<file path="src/rtl/addsub_pkg.sv">
// Shared definitions for the sequential chunked adder/subtractor.
// Holds the FSM state encoding and the default geometry.
// Also holds helpers that derive the saturation limits from an operand width.
package addsub_pkg;

   localparam int DEF_WIDTH = 16;
   localparam int DEF_CHUNK = 4;
   localparam int MAX_WIDTH = 64;

   typedef enum logic [1:0] {
      IDLE = 2'd0,
      BUSY = 2'd1,
      DONE = 2'd2
   } state_t;

   // Largest positive two's complement value of the given width: 0111..1
   function automatic logic [MAX_WIDTH-1:0] sat_pos(input int width);
      return {MAX_WIDTH{1'b1}} >> (MAX_WIDTH - width + 1);
   endfunction

   // Most negative two's complement value of the given width: 1000..0
   function automatic logic [MAX_WIDTH-1:0] sat_neg(input int width);
      return {{(MAX_WIDTH-1){1'b0}}, 1'b1} << (width - 1);
   endfunction

endpackage

</file>
<file path="src/rtl/chunk_adder.sv">
// Combinational ripple-carry adder for one CHUNK-bit slice.
// Ports: a, b (CHUNK-bit addends), cin (carry in), s (CHUNK-bit sum), cout (carry out).
// No latency, no flow control.
module chunk_adder #(
   parameter int CHUNK = 4
) (
   input  logic [CHUNK-1:0] a,
   input  logic [CHUNK-1:0] b,
   input  logic             cin,
   output logic [CHUNK-1:0] s,
   output logic             cout
);

   logic c;

   always_comb begin
      c = cin;
      s = '0;
      for (int i = 0; i < CHUNK; i++) begin
         s[i] = a[i] ^ b[i] ^ c;
         c    = (a[i] & b[i]) | (c & (a[i] ^ b[i]));
      end
      cout = c;
   end

endmodule

</file>
<file path="src/rtl/addsub_seq.sv">
// Sequential two's complement add/subtract, CHUNK bits per cycle, with Ovfl/Zero/Neg flags.
// Latency: out_valid rises NCHUNK+1 edges after the accepting edge; one op in flight at a time.
// Backpressure: result held stable in DONE until out_ready; in_ready only in IDLE.
// Ports: clk, rst (sync, active-high), in_valid/in_ready, A, B, sub (0 add, 1 subtract),
//        out_valid/out_ready, Sum, Ovfl, Zero, Neg.
// Build option: define ADDSUB_SAT_EN to saturate Sum on signed overflow instead of wrapping.
module addsub_seq
   import addsub_pkg::*;
#(
   parameter int WIDTH = DEF_WIDTH,
   parameter int CHUNK = DEF_CHUNK
) (
   input  logic             clk,
   input  logic             rst,
   input  logic             in_valid,
   output logic             in_ready,
   input  logic [WIDTH-1:0] A,
   input  logic [WIDTH-1:0] B,
   input  logic             sub,
   output logic             out_valid,
   input  logic             out_ready,
   output logic [WIDTH-1:0] Sum,
   output logic             Ovfl,
   output logic             Zero,
   output logic             Neg
);

   localparam int NCHUNK = WIDTH / CHUNK;
   localparam int CW     = (NCHUNK > 1) ? $clog2(NCHUNK) : 1;

`ifdef ADDSUB_SAT_EN
   localparam logic [WIDTH-1:0] SAT_POS = WIDTH'(sat_pos(WIDTH));
   localparam logic [WIDTH-1:0] SAT_NEG = WIDTH'(sat_neg(WIDTH));
`endif

   state_t           state_q;
   logic [CW-1:0]    cnt_q;
   logic             carry_q;
   logic [WIDTH-1:0] a_q;
   logic [WIDTH-1:0] b_q;      // effective B: already inverted for subtraction
   logic [WIDTH-1:0] res_q;
   logic [WIDTH-1:0] sum_q;
   logic             ovfl_q, zero_q, neg_q;
   logic             in_ready_q, out_valid_q;

   logic [CHUNK-1:0] s_w;
   logic             cout_w;
   logic [WIDTH-1:0] res_d;
   logic [WIDTH-1:0] sum_d;
   logic             ovfl_d;

   chunk_adder #(.CHUNK(CHUNK)) u_chunk (
      .a    (a_q[cnt_q*CHUNK +: CHUNK]),
      .b    (b_q[cnt_q*CHUNK +: CHUNK]),
      .cin  (carry_q),
      .s    (s_w),
      .cout (cout_w)
   );

   // res_d is the result register with the current chunk merged in; on the
   // last BUSY cycle it is the complete result, so the flags are taken from it.
   always_comb begin
      res_d = res_q;
      res_d[cnt_q*CHUNK +: CHUNK] = s_w;
      ovfl_d = (a_q[WIDTH-1] == b_q[WIDTH-1]) && (res_d[WIDTH-1] != a_q[WIDTH-1]);
      sum_d  = res_d;
`ifdef ADDSUB_SAT_EN
      if (ovfl_d) begin
         sum_d = a_q[WIDTH-1] ? SAT_NEG : SAT_POS;
      end
`endif
   end

   always_ff @(posedge clk) begin
      if (rst) begin
         state_q     <= IDLE;
         cnt_q       <= '0;
         carry_q     <= 1'b0;
         a_q         <= '0;
         b_q         <= '0;
         res_q       <= '0;
         sum_q       <= '0;
         ovfl_q      <= 1'b0;
         zero_q      <= 1'b0;
         neg_q       <= 1'b0;
         in_ready_q  <= 1'b1;
         out_valid_q <= 1'b0;
      end else begin
         case (state_q)
            IDLE: begin
               if (in_valid) begin
                  a_q        <= A;
                  b_q        <= sub ? ~B : B;
                  carry_q    <= sub;   // +1 completes the two's complement of B
                  cnt_q      <= '0;
                  res_q      <= '0;
                  in_ready_q <= 1'b0;
                  state_q    <= BUSY;
               end
            end
            BUSY: begin
               res_q   <= res_d;
               carry_q <= cout_w;
               if (cnt_q == CW'(NCHUNK - 1)) begin
                  // Final carry-out is discarded: arithmetic wraps mod 2^WIDTH.
                  sum_q   <= sum_d;
                  ovfl_q  <= ovfl_d;
                  zero_q  <= (sum_d == '0);
                  neg_q   <= sum_d[WIDTH-1];
                  cnt_q   <= '0;
                  state_q <= DONE;
               end else begin
                  cnt_q <= cnt_q + 1'b1;
               end
            end
            DONE: begin
               // out_valid is presented one edge after entering DONE.
               if (!out_valid_q) begin
                  out_valid_q <= 1'b1;
               end else if (out_ready) begin
                  out_valid_q <= 1'b0;
                  in_ready_q  <= 1'b1;
                  state_q     <= IDLE;
               end
            end
            default: begin
               state_q     <= IDLE;
               in_ready_q  <= 1'b1;
               out_valid_q <= 1'b0;
            end
         endcase
      end
   end

   assign in_ready  = in_ready_q;
   assign out_valid = out_valid_q;
   assign Sum       = sum_q;
   assign Ovfl      = ovfl_q;
   assign Zero      = zero_q;
   assign Neg       = neg_q;

endmodule

</file>
<file path="config.mk">
export PLATFORM = sky130hd
export DESIGN_NAME = addsub_seq
export DESIGN_NICKNAME = d
export VERILOG_FILES = /design/src/rtl/addsub_pkg.sv /design/src/rtl/chunk_adder.sv /design/src/rtl/addsub_seq.sv
export SDC_FILE = /design/constraint.sdc
export NUM_CORES = 1
export LEC_CHECK = 0
export BUFFER_PORTS_ARGS = -buffer_cell sky130_fd_sc_hd__buf_2
export CELL_PAD_IN_SITES_DETAIL_PLACEMENT = 0
export CELL_PAD_IN_SITES_GLOBAL_PLACEMENT = 1
export CORE_MARGIN = 4
export CORE_UTILIZATION = 45
export DETAILED_ROUTE_END_ITERATION = 12
export PLACE_DENSITY_LB_ADDON = 0.1
export SLEW_MARGIN = 20
export SYNTH_ARGS = -nofsm -noshare
export SYNTH_HDL_FRONTEND = slang
export SYNTH_SLANG_ARGS = --single-unit
</file>
<file path="constraint.sdc">
create_clock -name clk -period 5.5 [get_ports clk]
set_input_delay 0.825 -clock clk [delete_from_list [all_inputs] [get_ports clk]]
set_output_delay 0.825 -clock clk [all_outputs]
set_load 0.03 [all_outputs]
</file>
==> impl_metrics.json <==
{
  "post-cts-setup-buffers": 0,
  "seq_area_frac_synth": 0.421,
  "ys_async_sr_fraction": 0,
  "cts-root-buf": "clkbuf_8",
  "holdWs_ns": 0.455,
  "synth_enable_flop_cells": 0,
  "yosysTopAreaCell": "dfxtp_1",
  "fin_nets": 495,
  "start_util": 0.471,
  "rows": 31,
  "totalWireLength_um": 7910,
  "fmax_ghz": 0.261,
  "path_clk_slew_ns": 0.08,
  "outcome": "complete, no violations",
  "setup_violations": 0,
  "viasPerCell": 5.33,
  "crit_slowest_cell": "dfxtp_1",
  "p_per_area_mw_per_mm2": 325,
  "slew_headroom": 0.511,
  "synth_area_per_cell_sq_um": 8.52,
  "ioPinCount": 58,
  "antenna_found_initial": 0,
  "synth_cell_type_count": 36,
  "max_cap_viol_count": 0,
  "synth_common_cells": "dfxtp_1, nor2_1, nand2_1, a21oi_1, a211oi_1",
  "grt_use_total": 0.187,
  "clockBufferDepth": 2,
  "die_y_um": 95.9,
  "cpPeakStageDelay_ns": 0.70,
  "area_growth_syn_to_layout_pct": 16.9,
  "crit_type": "flip-flop to flip-flop",
  "finalHoldViolCount": 0,
  "drtIter0Drc": 153,
  "dr.pass1.iters": 4,
  "skew_ns": 0.00800,
  "ys_seq_elements": 73,
  "ant_nets": 0,
  "gr-total-overflow": 0,
  "hold_path_class": "flip-flop to flip-flop",
  "p_leak_nw": 1.58,
  "cts_hold_buf": 0,
  "critPathRequiredTime_ns": 5.80,
  "worst-path-max-fanout": 13,
  "gp_congestion": 0.804,
  "fin_crit_ns": 3.83,
  "cts_made_buffers": 9,
  "grt_pass1_wl_um": 13300,
  "drc": 0,
  "crit_arrival_ns": 4.12,
  "cp-end-kind": "flip-flop",
  "drive_above_1_share": 0.199,
  "drv_slew": 0,
  "worst_pin_slew_ns": 0.734,
  "synth_top_area_share": 0.421,
  "fp.dieW_um": 95.9,
  "total_power_mw": 1.32,
  "grt_pass1_vias": 2711,
  "num_antenna_cells": 0,
  "vias": 2935,
  "cts-resized-gates": 0,
  "synthesis.area_sq_mm": 0.00347,
  "grt_max_degree": 72,
  "syn-instance-count": 408,
  "cts_sinks": 73,
  "fin_crit_sh": 0.696,
  "syn_nets": 455,
  "yosysWarnings": 0,
  "dieArea_sq_mm": 0.00919,
  "insertion_delay_ns": 0.35,
  "dpl_cell_area_sq_mm": 0.00378,
  "fin_area_sq_mm": 0.00406,
  "portBuffers": 57,
  "path_cells": "mux4_2, inv_1, fa_1, inv_1, fa_1, inv_1, fa_1, inv_1, fa_1, nor2b_1, a31oi_1, o311ai_0, nor4_1, a31o_1",
  "max-vdd-ir-drop_v": 0.000179,
  "start_kind": "flip-flop",
  "cts_tree": "done",
  "core_sq_mm": 0.00737,
  "yosysMostFrequentCell": "dfxtp_1",
  "rsz0062_at_grt": "no",
  "synth_area_leaders": "dfxtp_1, nor2_1, a211oi_1, mux4_2, nand2_1",
  "finalSetupTns_ns": 0,
  "cts_max_level": 3,
  "wl_per_cell_um": 14.4,
  "synth_flop_cell": "dfxtp_1",
  "post-dp-hpwl_um": 5330
}
-- per-stage QoR --
step / instances / util / setup WS, ns
2_1_floorplan: 408 / - / 2.03
3_3_place_gp: 536 / 0.513 / 1.76
3_5_place_dp: 536 / 0.513 / 1.66
4_1_cts: 551 / 0.551 / 1.65
5_1_grt: 551 / 0.551 / 1.32
6_report: 551 / 0.551 / 1.67
-- kinds of logic (layout without fill, tap and decap cells) --
family | after synthesis | count (layout) | share of synthesized area
AO/OA/AOI/OAI | 93 | 93 | 0.178
XOR/XNOR | 16 | 16 | 0.0403
adder cells (fa/ha/maj) | 10 | 10 | 0.0447
buffers and inverters | 51 | 95 | 0.0634
flip-flops | 73 | 73 | 0.421
multiplexers | 9 | 9 | 0.0547
AND/OR/NAND/NOR | 156 | 156 | 0.199
-- where the power goes --
group	switching, mW	internal [mW]
Combinational	0.0988	0.0679
Sequential	0.0144	0.550
Clock	0.200	0.390
Total	0.313	1.01
-- sequential cells by signal, summed over array words and instances, names as in the netlist, 2 cells and up --
register / cells
Sum: 16
a_q: 16
b_q: 16
res_q: 16
cnt_q: 2
state_q: 2
-- worst max-delay path: cells and delay by family, from the launching register on --
family	cells	cell delay, ns
fa+ha+maj	4	1.15
simple gates	2	0.41
buf+inv	4	0.27
mux	1	0.58
flops	1	0.70
compound gates	3	0.68
-- area by class of cell --
type | count | area [sq um]
fillers | 722 | 3310
multi-input cells | 284 | 1800
flip-flops and latches | 73 | 1460
repair buffers | 63 | 330
clock inverters | 6 | 155
clock buffers | 9 | 124
well taps | 99 | 124
inverters | 17 | 63.8
-- metal layers --
layer | GRT usage | vias to the layer above | wire length [um]
met5 | 0 | - | 0
li1 | - | 1489 | -
met2 | 0.301 | 61 | 3680
met4 | 0.0794 | 0 | 135
met1 | 0.246 | 1373 | 3770
met3 | 0.0336 | 12 | 325
-- cell usage in the layout, fill, tap and decap left out, drive strengths merged, types with 5 or more instances in the layout --
cell     n
bufinv   5
xnor2   16
a21oi   28
clkbuf   9
a31oi   21
a211oi  27
ha       6
buf     63
dfxtp   73
nor2b   17
mux4     8
nand2   43
nor3     7
nand3   12
nor2    66
inv     17
-- worst paths after layout --
check | from | to | slack (ns) | cells after the start
worst min-delay path | a_q[11] | a_q[11] | 0.46 | 2
worst max-delay path | cnt_q[1] | Zero | 1.67 | 14
worst max register to register | cnt_q[1] | Zero | 1.67 | 14
worst min register to register | a_q[11] | a_q[11] | 0.46 | 2
No activity file was read; power rests on OpenSTA's default activity.
